**src/rtl/prio_grant_sched.sv**
```systemverilog
// Priority grant scheduler: shares one resource among N requesters.
// The lowest priority value wins. Ties go to the first eligible index found
// scanning upward from a rotating pointer. A grant is held until done, until
// the holder abandons its request, or until the hold limit expires. Every
// grant is followed by one dead GAP cycle.
// timeout_o is registered at the edge that ends a timed-out grant, so it is
// high during the GAP cycle that follows the last grant cycle.
module prio_grant_sched #(
  parameter int N         = 8,
  parameter int PRIO_BITS = 3,
  parameter int MAX_HOLD  = 255
) (
  input  logic                     clk_i,
  input  logic                     rst_ni,
  input  logic [N-1:0]             req_i,
  input  logic [N*PRIO_BITS-1:0]   prio_i,
  input  logic                     mask_we_i,
  input  logic [N-1:0]             mask_i,
  input  logic                     done_i,
  output logic [N-1:0]             gnt_o,
  output logic                     gnt_valid_o,
  output logic [$clog2(N)-1:0]     gnt_sel_o,
  output logic [PRIO_BITS-1:0]     gnt_prio_o,
  output logic                     timeout_o
);

  localparam int SEL_W = $clog2(N);
  localparam int CNT_W = (MAX_HOLD < 1) ? 1 : $clog2(MAX_HOLD + 1);
  localparam logic [CNT_W-1:0] CNT_MAX   = CNT_W'(MAX_HOLD);
  localparam logic [CNT_W-1:0] HOLD_LAST = (MAX_HOLD == 0) ? CNT_W'(0) : CNT_W'(MAX_HOLD - 1);
  localparam logic TO_EN = (MAX_HOLD != 0);

  typedef enum logic [1:0] {
    IDLE  = 2'd0,
    GRANT = 2'd1,
    GAP   = 2'd2
  } state_t;

  state_t                 state_r;
  logic [N-1:0]           mask_r;
  logic [SEL_W-1:0]       rr_ptr_r;
  logic [CNT_W-1:0]       hold_cnt_r;

  logic [N-1:0]           elig;
  logic                   any_elig;
  logic [SEL_W-1:0]       win_idx;
  logic [PRIO_BITS-1:0]   win_prio;
  logic [SEL_W-1:0]       scan_idx;
  logic [PRIO_BITS-1:0]   scan_prio;
  logic                   release_now;
  logic                   expire_now;

  // Priority field of source i from the packed priority bus.
  function automatic logic [PRIO_BITS-1:0] prio_of(input logic [N*PRIO_BITS-1:0] v,
                                                   input logic [SEL_W-1:0] i);
    return v[i*PRIO_BITS +: PRIO_BITS];
  endfunction

  // One-hot decode of a source index.
  function automatic logic [N-1:0] onehot(input logic [SEL_W-1:0] i);
    logic [N-1:0] r;
    r    = '0;
    r[i] = 1'b1;
    return r;
  endfunction

  assign elig        = req_i & mask_r;
  assign release_now = done_i | ~req_i[gnt_sel_o];
  assign expire_now  = TO_EN & (hold_cnt_r == HOLD_LAST);

  // Winner search: rotate from rr_ptr, keep the first strictly-better priority.
  always_comb begin
    any_elig  = 1'b0;
    win_idx   = '0;
    win_prio  = '0;
    scan_idx  = '0;
    scan_prio = '0;
    for (int k = 0; k < N; k++) begin
      scan_idx  = rr_ptr_r + SEL_W'(k);
      scan_prio = prio_of(prio_i, scan_idx);
      if (elig[scan_idx] && (!any_elig || (scan_prio < win_prio))) begin
        any_elig = 1'b1;
        win_idx  = scan_idx;
        win_prio = scan_prio;
      end else begin
        any_elig = any_elig;
      end
    end
  end

  // Enable mask register; writable in any state, consulted only at arbitration.
  always_ff @(posedge clk_i or negedge rst_ni) begin
    if (!rst_ni) begin
      mask_r <= '1;
    end else if (mask_we_i) begin
      mask_r <= mask_i;
    end else begin
      mask_r <= mask_r;
    end
  end

  // Scheduler FSM with registered grant outputs, hold counter and rr pointer.
  always_ff @(posedge clk_i or negedge rst_ni) begin
    if (!rst_ni) begin
      state_r     <= IDLE;
      rr_ptr_r    <= '0;
      hold_cnt_r  <= '0;
      gnt_o       <= '0;
      gnt_valid_o <= 1'b0;
      gnt_sel_o   <= '0;
      gnt_prio_o  <= '0;
      timeout_o   <= 1'b0;
    end else begin
      timeout_o <= 1'b0;
      case (state_r)
        IDLE: begin
          if (any_elig) begin
            gnt_o       <= onehot(win_idx);
            gnt_valid_o <= 1'b1;
            gnt_sel_o   <= win_idx;
            gnt_prio_o  <= win_prio;
            hold_cnt_r  <= '0;
            state_r     <= GRANT;
          end else begin
            state_r     <= IDLE;
          end
        end
        GRANT: begin
          if (release_now || expire_now) begin
            // Normal release takes precedence over a simultaneous timeout.
            timeout_o   <= ~release_now & expire_now;
            rr_ptr_r    <= gnt_sel_o + SEL_W'(1);
            gnt_o       <= '0;
            gnt_valid_o <= 1'b0;
            gnt_sel_o   <= '0;
            gnt_prio_o  <= '0;
            state_r     <= GAP;
          end else if (hold_cnt_r != CNT_MAX) begin
            hold_cnt_r  <= hold_cnt_r + CNT_W'(1);
          end else begin
            hold_cnt_r  <= hold_cnt_r;
          end
        end
        GAP: begin
          state_r <= IDLE;
        end
        default: begin
          gnt_o       <= '0;
          gnt_valid_o <= 1'b0;
          gnt_sel_o   <= '0;
          gnt_prio_o  <= '0;
          state_r     <= IDLE;
        end
      endcase
    end
  end

endmodule

```
**config.mk**
```make
export PLATFORM = sky130hd
export DESIGN_NAME = prio_grant_sched
export DESIGN_NICKNAME = d
export VERILOG_FILES = /design/src/rtl/prio_grant_sched.sv
export SDC_FILE = /design/constraint.sdc
export NUM_CORES = 1
export LEC_CHECK = 0
export CELL_PAD_IN_SITES_DETAIL_PLACEMENT = 1
export CELL_PAD_IN_SITES_GLOBAL_PLACEMENT = 2
export CORE_MARGIN = 4
export CORE_UTILIZATION = 38
export CTS_CLUSTER_SIZE = 40
export DETAILED_ROUTE_END_ITERATION = 8
export GPL_TIMING_DRIVEN = 0
export PLACE_DENSITY_LB_ADDON = 0.1
export REMOVE_ABC_BUFFERS = 1
export SLEW_MARGIN = 20
export SYNTH_ARGS = -nofsm -noshare
export SYNTH_HDL_FRONTEND = slang
export SYNTH_SLANG_ARGS = --single-unit
```
**constraint.sdc**
```tcl
create_clock -name clk_i -period 27.6 [get_ports clk_i]
set_clock_uncertainty 0.05 [all_clocks]
set_input_delay 8.28 -clock clk_i [delete_from_list [all_inputs] [get_ports clk_i]]
set_output_delay 8.28 -clock clk_i [all_outputs]
set_load 0.02 [all_outputs]
```
==> summary.md <==
| Metric | Value |
|---|---|
| Initial DRC count | `230` |
| Cell with the most instances after synthesis | `nand2_1` |
| Pin count of the biggest net entering global routing | `56` |
| Nets | `579` |
| Synth area leaders | `mux4_2 (19%), dfrtp_1 (16%), mux2_2 (5.8%)` |
| Critical Path RT | `27,730 ps` |
| Mapped cell area | `4470 µm²` |
| Chip height | `116 µm` |
| Post-synth top cells | `nand2_1 (54), mux4_2 (38), nor2_1 (32), dfrtp_1 (29)` |
| GRT overflow | `0` |
| Post-CTS Setup Inserts | `0` |
| CP Max Fanout | `8` |
| Hold slack | `446 ps` |
| Synth area leader | `mux4_2` |
| Fin crit period | `22,800 ps` |
| Post-DP Area | `5150 µm²` |
| IO buf count | `59` |
| Vias post-DR | `4,146` |
| Post-synth EDFFs | `0` |
| Dpl hpwl | `11,500 µm` |
| GP Congestion | `0.836` |
| Register area share after synthesis | `0.209` |
| Worst Path Arrival | `22,930 ps` |
| CTS clk-pin slew, worst paths | `60 ps` |
| Top_reg_cell synth | `dfrtp_1` |
| WL final | `14,500 µm` |
| CP Capture Type | `register` |
| Antenna diodes | `0` |
| Area Overhead vs Synth | `19.2%` |
| Yosys warnings | `0` |
| Slowest-stage cell, CP | `a221oi_2` |
| Clock Tree Buf Depth | `2` |
| Chip Width | `116 µm` |
| # DRC | `0` |
| Initial antenna violation count | `0` |
| Synth async-reset ratio | `1.00` |
| Worst Path Buf+Inv | `5` |
| Cts hold-fix bufs | `0` |
| Post_cts resized | `0` |
| Dpl cells | `652` |
| Netlist cell types | `74` |
| Initial cell density of the core | `0.390` |
| Share of the synthesized area in the top cell type | `0.192` |
| Slew HR | `0.344` |
| Clk_lat worst skew | `300 ps` |
| Clk Tree Root Cell | `clkbuf_16` |
| Outcome | `completed` |
| Cts bufs inserted | `5` |
| Vias in the first global route | `4,205` |
| Crit-path max cell delay | `620 ps` |
| Top-level I/O count | `60` |
| TritonRoute pass-1 iters | `5` |
| Slew at the pin closest to its max-slew limit | `984 ps` |
| Seq cells post-synth | `37` |
| Rows | `39` |
| Top Family by Delay on Critical Path | `compound AO/OA/AOI/OAI gates` |
| Slew Limit Fails | `0` |
| Period utilisation layout | `0.826` |
| Routed Antenna Nets | `0` |
| Fmax | `0.0439 GHz` |
| Setup crit start kind | `input port` |
| Total GRT Usage | `0.224` |
| First-pass GRT wire length | `23,300 µm` |
| Post-Syn Instances | `470` |
| Final hold vios | `0` |
| R2r setup slk | `11,860 ps` |
| Hold crit path type | `reg2reg` |
| Clock sink total | `37` |
| Max-cap viol count | `0` |
| Fin cells | `660` |
| Unrepaired setup endpoints after global routing | `false` |
| Core Box Area | `11,500 µm²` |
| Syn_area_per_cell | `9.51 µm²` |
| Layout cells sized above 1 | `0.199` |
| Post-route setup TNS | `0 ps` |
| CTS tree | `done` |
| Die Area | `13,600 µm²` |
| Setup violations, final | `0` |
| # H-tree levels | `2` |
| Kind of critical path | `in2reg` |
| Design area | `5330 µm²` |
| Avg Vias per Cell | `6.28` |
| WL per Instance | `22.0 µm` |
[flip-flops by register name, summed over array words and instances (netlist names)]
register	cells
rr_ptr_r	3
gnt_prio_o	3
hold_cnt_r	8
gnt_valid_o	1
gnt_sel_o	3
timeout_o	1
state_r	2
mask_r	8
gnt_o	8
[final cells by class]
cell class              count  area (µm²)
multi-input cells         393        3350
flip-flops and latches     37         941
inverters                  19        71.3
clock inverters             2        37.5
clock buffers               6         139
repair buffers             60         606
well taps                 143         179
fillers                  1304        6140
[cells in the final DEF (no fill, tap or decap), types with 18 or more instances in the layout]
cell type	Yosys	layout
ha_1	19	18
o21a_1	20	20
dfrtp_1	29	27
mux4_2	38	38
o21ai_0	23	23
clkdlybuf4s50_1	0	58
nor2_1	32	32
a21oi_1	20	20
mux2_2	23	23
nand2_1	54	54
[worst paths after layout]
check,startpoint,end,cells past startpoint
worst min-delay path,gnt_o[7],gnt_o[7],1
max in group asynchronous,rst_ni,mask_r[3],2
worst max register to register,rr_ptr_r[0],gnt_o[3],55
worst max-delay path,req_i[0],gnt_o[3],58
min in group asynchronous,rst_ni,gnt_o[0],1
worst min register to register,gnt_o[7],gnt_o[7],1
[metrics by stage]
step                      setup WS [ps]  utilization
after floorplan                    8070            -
after CTS                          5010        0.464
after global routing               3660        0.464
after global placement             4880        0.446
after detailed placement           4790        0.449
final                              4800        0.464
[layer usage]
layer / global-route usage / up-vias / share of wire / wire length (µm)
li1: - / 1936 / - / -
met1: 0.314 / 2099 / 0.47 / 6780
met2: 0.365 / 101 / 0.47 / 6810
met3: 0.0466 / 10 / 0.054 / 781
met4: 0.0356 / 0 / 0.0088 / 128
met5: 0 / - / 0 / 0
[cells by family (layout without fill, tap and decap cells)]
logic type,Yosys count,after routing,synth area share
xor gates and xnor gates,8,8,0.0174
adders and majority gates,19,19,0.0532
muxes,76,76,0.285
AOI/OAI and AO/OA,150,150,0.244
DFF,37,37,0.209
buffers and inverters,40,87,0.0423
and+or+nand+nor,140,140,0.150
Power is left out: the tool's default activity adds up to more than one toggle a clock period on the data nets, which glitch-free logic cannot reach.
